==> config.mk <==
export PLATFORM = sky130hd
export DESIGN_NAME = fetch_redirect_ctrl
export DESIGN_NICKNAME = d
export VERILOG_FILES = /design/src/rtl/fetch_redirect_ctrl.sv
export SDC_FILE = /design/constraint.sdc
export NUM_CORES = 1
export LEC_CHECK = 0
export CAP_MARGIN = 20
export CELL_PAD_IN_SITES_DETAIL_PLACEMENT = 2
export CELL_PAD_IN_SITES_GLOBAL_PLACEMENT = 2
export CORE_MARGIN = 5
export CORE_UTILIZATION = 34
export DETAILED_ROUTE_END_ITERATION = 8
export GPL_ROUTABILITY_DRIVEN = 1
export PLACE_DENSITY = 0.86
export SYNTH_ARGS = -nofsm -noshare
export SYNTH_HDL_FRONTEND = slang
export SYNTH_SLANG_ARGS = --single-unit
==> constraint.sdc <==
create_clock -name clk -period 4.5 [get_ports clk]
set_input_delay 1.35 -clock clk [delete_from_list [all_inputs] [get_ports clk]]
set_output_delay 1.35 -clock clk [all_outputs]
set_load 0.05 [all_outputs]
==> src/rtl/fetch_redirect_ctrl.sv <==
// Fetch PC sequencer: advances/holds the PC, applies execute-stage redirects
// (deferred until instruction memory is ready) and raises a timed flush window.
module fetch_redirect_ctrl #(
  parameter int unsigned PC_WIDTH     = 20,
  parameter int unsigned RESET_PC     = 0,
  parameter int unsigned FLUSH_CYCLES = 2,
  parameter int unsigned CNT_WIDTH    = 16
) (
  input  logic                 clk,
  input  logic                 rst_n,
  input  logic                 stall_in,
  input  logic                 imem_ready_in,
  input  logic                 redirect_valid_in,
  input  logic [PC_WIDTH-1:0]  redirect_pc_in,
  output logic [PC_WIDTH-1:0]  pc_out,
  output logic                 fetch_valid_out,
  output logic                 flush_out,
  output logic                 redirect_ack_out,
  output logic [CNT_WIDTH-1:0] redirect_cnt_out
);

  localparam int unsigned FC_W = (FLUSH_CYCLES > 1) ? $clog2(FLUSH_CYCLES) : 1;

  typedef enum logic [1:0] {RUN, HOLD, FLUSH} state_t;

  state_t                state, state_next;
  logic [PC_WIDTH-1:0]   pc_q, pc_next;
  logic [PC_WIDTH-1:0]   target_q, target_next;
  logic [FC_W-1:0]       flush_cnt, flush_cnt_next;
  logic [CNT_WIDTH-1:0]  cnt_q, cnt_next;
  logic                  do_apply;
  logic [PC_WIDTH-1:0]   apply_target;
  logic [PC_WIDTH-1:0]   pc_inc;

  assign pc_inc = pc_q + PC_WIDTH'(4);

  always_ff @(posedge clk or negedge rst_n) begin
    if (!rst_n) begin
      state     <= RUN;
      pc_q      <= PC_WIDTH'(RESET_PC);
      target_q  <= '0;
      flush_cnt <= '0;
      cnt_q     <= '0;
    end else begin
      state     <= state_next;
      pc_q      <= pc_next;
      target_q  <= target_next;
      flush_cnt <= flush_cnt_next;
      cnt_q     <= cnt_next;
    end
  end

  always_comb begin
    state_next       = state;
    pc_next          = pc_q;
    target_next      = target_q;
    flush_cnt_next   = flush_cnt;
    cnt_next         = cnt_q;
    fetch_valid_out  = 1'b0;
    flush_out        = 1'b0;
    redirect_ack_out = 1'b0;
    do_apply         = 1'b0;
    apply_target     = '0;

    case (state)
      RUN: begin
        if (redirect_valid_in) begin
          flush_out = 1'b1;
          if (imem_ready_in) begin
            do_apply     = 1'b1;
            apply_target = redirect_pc_in;
          end else begin
            target_next = {redirect_pc_in[PC_WIDTH-1:2], 2'b00};
            state_next  = HOLD;
          end
        end else begin
          fetch_valid_out = imem_ready_in & ~stall_in;
          if (fetch_valid_out) pc_next = pc_inc;
        end
      end
      HOLD: begin
        flush_out = 1'b1;
        if (imem_ready_in) begin
          do_apply     = 1'b1;
          apply_target = target_q;
        end
      end
      FLUSH: begin
        flush_out       = 1'b1;
        fetch_valid_out = imem_ready_in & ~stall_in;
        if (fetch_valid_out) pc_next = pc_inc;
        if (flush_cnt == '0) state_next = RUN;
        else                 flush_cnt_next = flush_cnt - FC_W'(1);
      end
      default: state_next = RUN;
    endcase

    // A single-cycle window is fully covered by the accepting cycle itself.
    if (do_apply) begin
      redirect_ack_out = 1'b1;
      pc_next          = {apply_target[PC_WIDTH-1:2], 2'b00};
      if (cnt_q != '1) cnt_next = cnt_q + CNT_WIDTH'(1);
      if (FLUSH_CYCLES <= 1) begin
        state_next = RUN;
      end else begin
        state_next     = FLUSH;
        flush_cnt_next = FC_W'(FLUSH_CYCLES - 1);
      end
    end
  end

  assign pc_out           = pc_q;
  assign redirect_cnt_out = cnt_q;

endmodule

# Yosys cells after proc, flatten, opt, wreduce, memory -nomap -nowiden
# Index checks and enable logic that the tools add are counted.
# word_totals
reg_bits	57
elab_cells	51
output_inout_bits	39
inputBits	25
# op_classes
n_addsub	3
mux	24
reduce_logical	8
n_eq_ne	8
n_bitwise	3
# ops
cell	count
$mux 20	6
$pmux 20 s2	2
$add 20x3->20 const B	1
$add 16x1->16 const B	1
$ne 16x16->1 const B	1
$ne 3x3->1 const B	4
$mux 1	8
$mux 2	4
$pmux 1 s2	3
$pmux 2 s3	1
$reduce_and 2->1	2
$reduce_and 4->1	1
$reduce_and 3->1	1
$reduce_bool 3->1	1
$eq 2x1->1 const B	1
$eq 2x2->1 const B	1
$logic_not 2->1	1
$ne 2x2->1 const B	1
$not 1->1	2
$reduce_bool 2->1	1
$reduce_or 2->1	1
$and 1x1->1	1
$sub 1x1->1 const B	1

# Longest topological paths before layout
# depth
word_depth	6
mapped_depth	10
ltp_nobuf	8

# Worst setup path before layout
# OpenSTA, ideal clock, no wires.
# synth_path
path_kind	input-to-output
start	in imem_ready_in
end	out fetch_valid_out
n_path_buf	1
required_ns	3.150
setup_slack_ns	0.855
cell_stages	3
arrival_ns	2.295
path_cell_list	buf_2 -> nand2b_1 -> nor2_1
# synth_via
elab_chain_cells	3
# synth_lines
element	line	rtl
start: declaration	12	input logic imem_ready_in,
$and 1x1->1 (*)	77, 90	
$mux 1	67	if (redirect_valid_in) begin
$pmux 1 s2 (*)	65	case (state)
end: declaration	16	output logic fetch_valid_out,
# Mark *: on every way between the ends. The rest lies on a longest branch, timed or not.

# Worst setup path after layout
# layout_path
start	in redirect_valid_in
end	out flush_out
# layout_via
elab_chain_cells	2
# layout_lines
element	line	rtl
start: declaration	13	input logic redirect_valid_in,
$mux 1	67	
$pmux 1 s2	65	
end: declaration	17	output logic flush_out,
# Every way passes these cells.

==> reports/qor.yml <==
sta:
  fmax_ghz: 0.249
  finalHoldViolations: 0
  fin_setup_tns_ps: 0
  slew_viol_final: 0
  period_minus_slack_ps: 4010
  tightest_slew_ps: 847
  setup_violations: 0
  relSlewSlack_pct: 43.5
  fin_worst_skew_ps: 5.26
  rsz0062_at_grt: "no"
  layout_setup_ws_ps: 486
  whs_ps: 522
  period_share_pct: 89.2
worst_setup_path:
  cp.required_ps: 3150
  start_kind: "input pin"
  critPathMaxFanout: 8
  end_kind: "primary output"
  crit_type: "input pin to primary output"
  crit_arrival_ps: 2660
power:
  power_density_nw_per_um2: 682
  power_frac_comb_pct: 52.1
  p_int_mw: 1.36
  p_clk_share_pct: 13.1
  seqPwrFrac_pct: 34.8
  power.share.switching_pct: 47.1
  leakagePower_nw: 1.49
  switching_power_mw: 1.21
  vdd_drop_max_mv: 0.355
global_routing:
  grt_pass1_vias: 2905
  gr-total-overflow: 0
  antenna_found_initial: 0
  grt_util_all_layers_pct: 18.6
  grt_pass1_wl_mm: 15.1
  grt_max_degree: 32
synth:
  synth_top_family_by_area: "compound AO/OA/AOI/OAI gates"
  synthXorXnorAreaFrac_pct: 4.17
  yosysTopAreaCellShare_pct: 46.8
  synth_compound_area_share_pct: 17.7
  ys_seq_elements: 55
  synthFlopType: "dfrtp_1"
  synthTopCellsByArea: "dfrtp_1 47%, mux2_2 7.3%, xnor2_1 3.6%, nand2_1 3.1%, nor2_1 2.7%"
  synth_enable_flop_cells: 0
  synth.top_cells.by_count: "55 x dfrtp_1, 24 x nand2_1, 21 x nor2_1, 19 x mux2_2, 15 x a21oi_1"
  synthSimpleGateAreaFrac_pct: 17.4
  yosys_warnings: 0
  synth.cell_area_um2: 2940
  async_flop_share_pct: 100
  ys_types: 53
  avgSynthCellArea_um2: 10.3
  synth.largest_area_cell: "dfrtp_1"
  yosysMostFrequentCell: "dfrtp_1"
  syn_inst: 286
  synthAdderAreaFrac_pct: 2.55
  yosysSeqAreaShare_pct: 46.8
  synthMuxAreaShare_pct: 7.27
cts:
  clk_pin_slew_ps: 100
  htree_levels: 2
  cts_setup_buffers: 0
  clockBufferDepth: 2
  cts_tree: "done"
  root_buffer: "clkbuf_8"
  clock_latency_ps: 320
  post_cts_resized: 0
  clock-sinks: 55
  holdBufCountCts: 0
  numCtsBuffers: 5
placed_design:
  place_ws_ps: 474
  placedCellCount: 445
  io_buffers: 59
  hpwl_mm: 6.58
  finalWeightedCongestion: 0.839
  placed_area_um2: 3650
cells_and_area:
  finalInstanceArea_um2: 3760
  num_antenna_cells: 0
  area_delta_synth_final_pct: 27.8
  drive_gt1_share_pct: 13.4
  nets: 375
  fin_cells: 452
floorplanning:
  core-area_um2: 8590
  io_pins: 64
  initial_core_util_pct: 34.2
  dieArea_um2: 10600
  die_x_um: 103
  rows: 34
  die-height_um: 103
drt:
  first_pass_iters: 5
  route.detailed.wl_per_inst_um: 20.6
  drt_iter0_drc: 88
  drc: 0
  viasPerCell: 5.56
  vias: 2514
  drtAntennaViolNets: 0
  wl_mm: 9.30
outcome:
  status: "completed"
min_path:
  holdCritPathClass: "flop to flop"
run:
  max-cap-violations: 0
==> kinds of logic after synthesis <==
| kind of cell | after synthesis |
|---|---|
| adders and majority gates | 6 |
| and+or+nand+nor | 96 |
| buffers and inverters | 22 |
| muxes | 19 |
| AOI/OAI and AO/OA | 73 |
| other | 1 |
| xor gates and xnor gates | 14 |
| DFF | 55 |
==> worst max-delay path, cell delays in order <==
cell and delay [ps]:
clkdlybuf4s50_1 500, and2_1 380, nor2_1 80, nor2_1 190
buf_12 170
==> path summary, 6_finish.rpt <==
path | from | end | slack, ps | cells past startpoint
min in group asynchronous | rst_n | target_q[7] | 1020 | 1
max in group asynchronous | rst_n | target_q[17] | 2650 | 2
setup / recovery | redirect_valid_in | flush_out | 490 | 5
setup reg to reg | state[1] | pc_out[7] | 2000 | 6
hold reg to reg | target_q[17] | target_q[17] | 520 | 1
hold / removal | target_q[17] | target_q[17] | 520 | 1
==> layout by cell type, fill, tap and decap left out, drive strengths merged, types with 2 or more instances in the layout <==
| master | count |
|---|---|
| o31ai | 2 |
| mux2 | 19 |
| nand4 | 8 |
| xor2 | 2 |
| o2bb2ai | 2 |
| conb | 2 |
| nor4 | 5 |
| and2 | 3 |
| a22o | 5 |
| or3 | 2 |
| ha | 6 |
| clkbuf | 5 |
| a31oi | 3 |
| a21oi | 15 |
| clkdlybuf4s50 | 55 |
| nand2 | 24 |
| xnor2 | 12 |
| and3 | 4 |
| nand2b | 4 |
| o31a | 2 |
| or2 | 3 |
| and4 | 2 |
| o21ai | 17 |
| dfrtp | 55 |
| a2bb2oi | 4 |
| o22ai | 2 |
| a222oi | 3 |
| a22oi | 10 |
| nand3 | 14 |
| nor2 | 22 |
| buf | 10 |
| inv | 7 |
| nor3 | 2 |
==> layer usage <==
| metal | up-vias | part of all wire [%] | global-route usage (%) |
|---|---|---|---|
| met5 | - | 0 | 0 |
| met4 | 0 | 1.1 | 5.18 |
| met3 | 8 | 4.6 | 4.53 |
| met2 | 53 | 52 | 34.2 |
| met1 | 1294 | 42 | 21.4 |
| li1 | 1159 | - | - |
==> area by class of cell <==
cell class | instances | area (µm²)
fillers | 925 | 4830
repair buffers | 65 | 661
clock buffers | 5 | 68.8
inverters | 7 | 26.3
flip-flops and latches | 55 | 1380
clock inverters | 2 | 37.5
multi-input cells | 210 | 1450
well taps | 108 | 135
==> power by group through the flow <==
stage	registers (mW)	clock network, mW	logic, mW
final	0.892	0.337	1.33
after global routing	0.929	0.364	1.42
after CTS	0.894	0.342	1.35
after detailed placement	0.900	0	1.34
after global placement	0.881	0	1.28
after floorplan	1.18	0	0.553
==> stage by stage <==
stage               total power [mW]  utilization [%]
CTS                             2.59             43.7
global placement                2.16             42.5
global route                    2.72             43.7
detailed placement              2.24             42.5
finish                          2.56             43.7
floorplan                       1.74                -
==> flip-flops by register name (all words and copies together) (netlist names) <==
| signal | count |
|---|---|
| target_q | 18 |
| flush_cnt | 1 |
| redirect_cnt_out | 16 |
| state | 2 |
| pc_out | 18 |
Note: power is estimated with default switching activity, not from simulation.
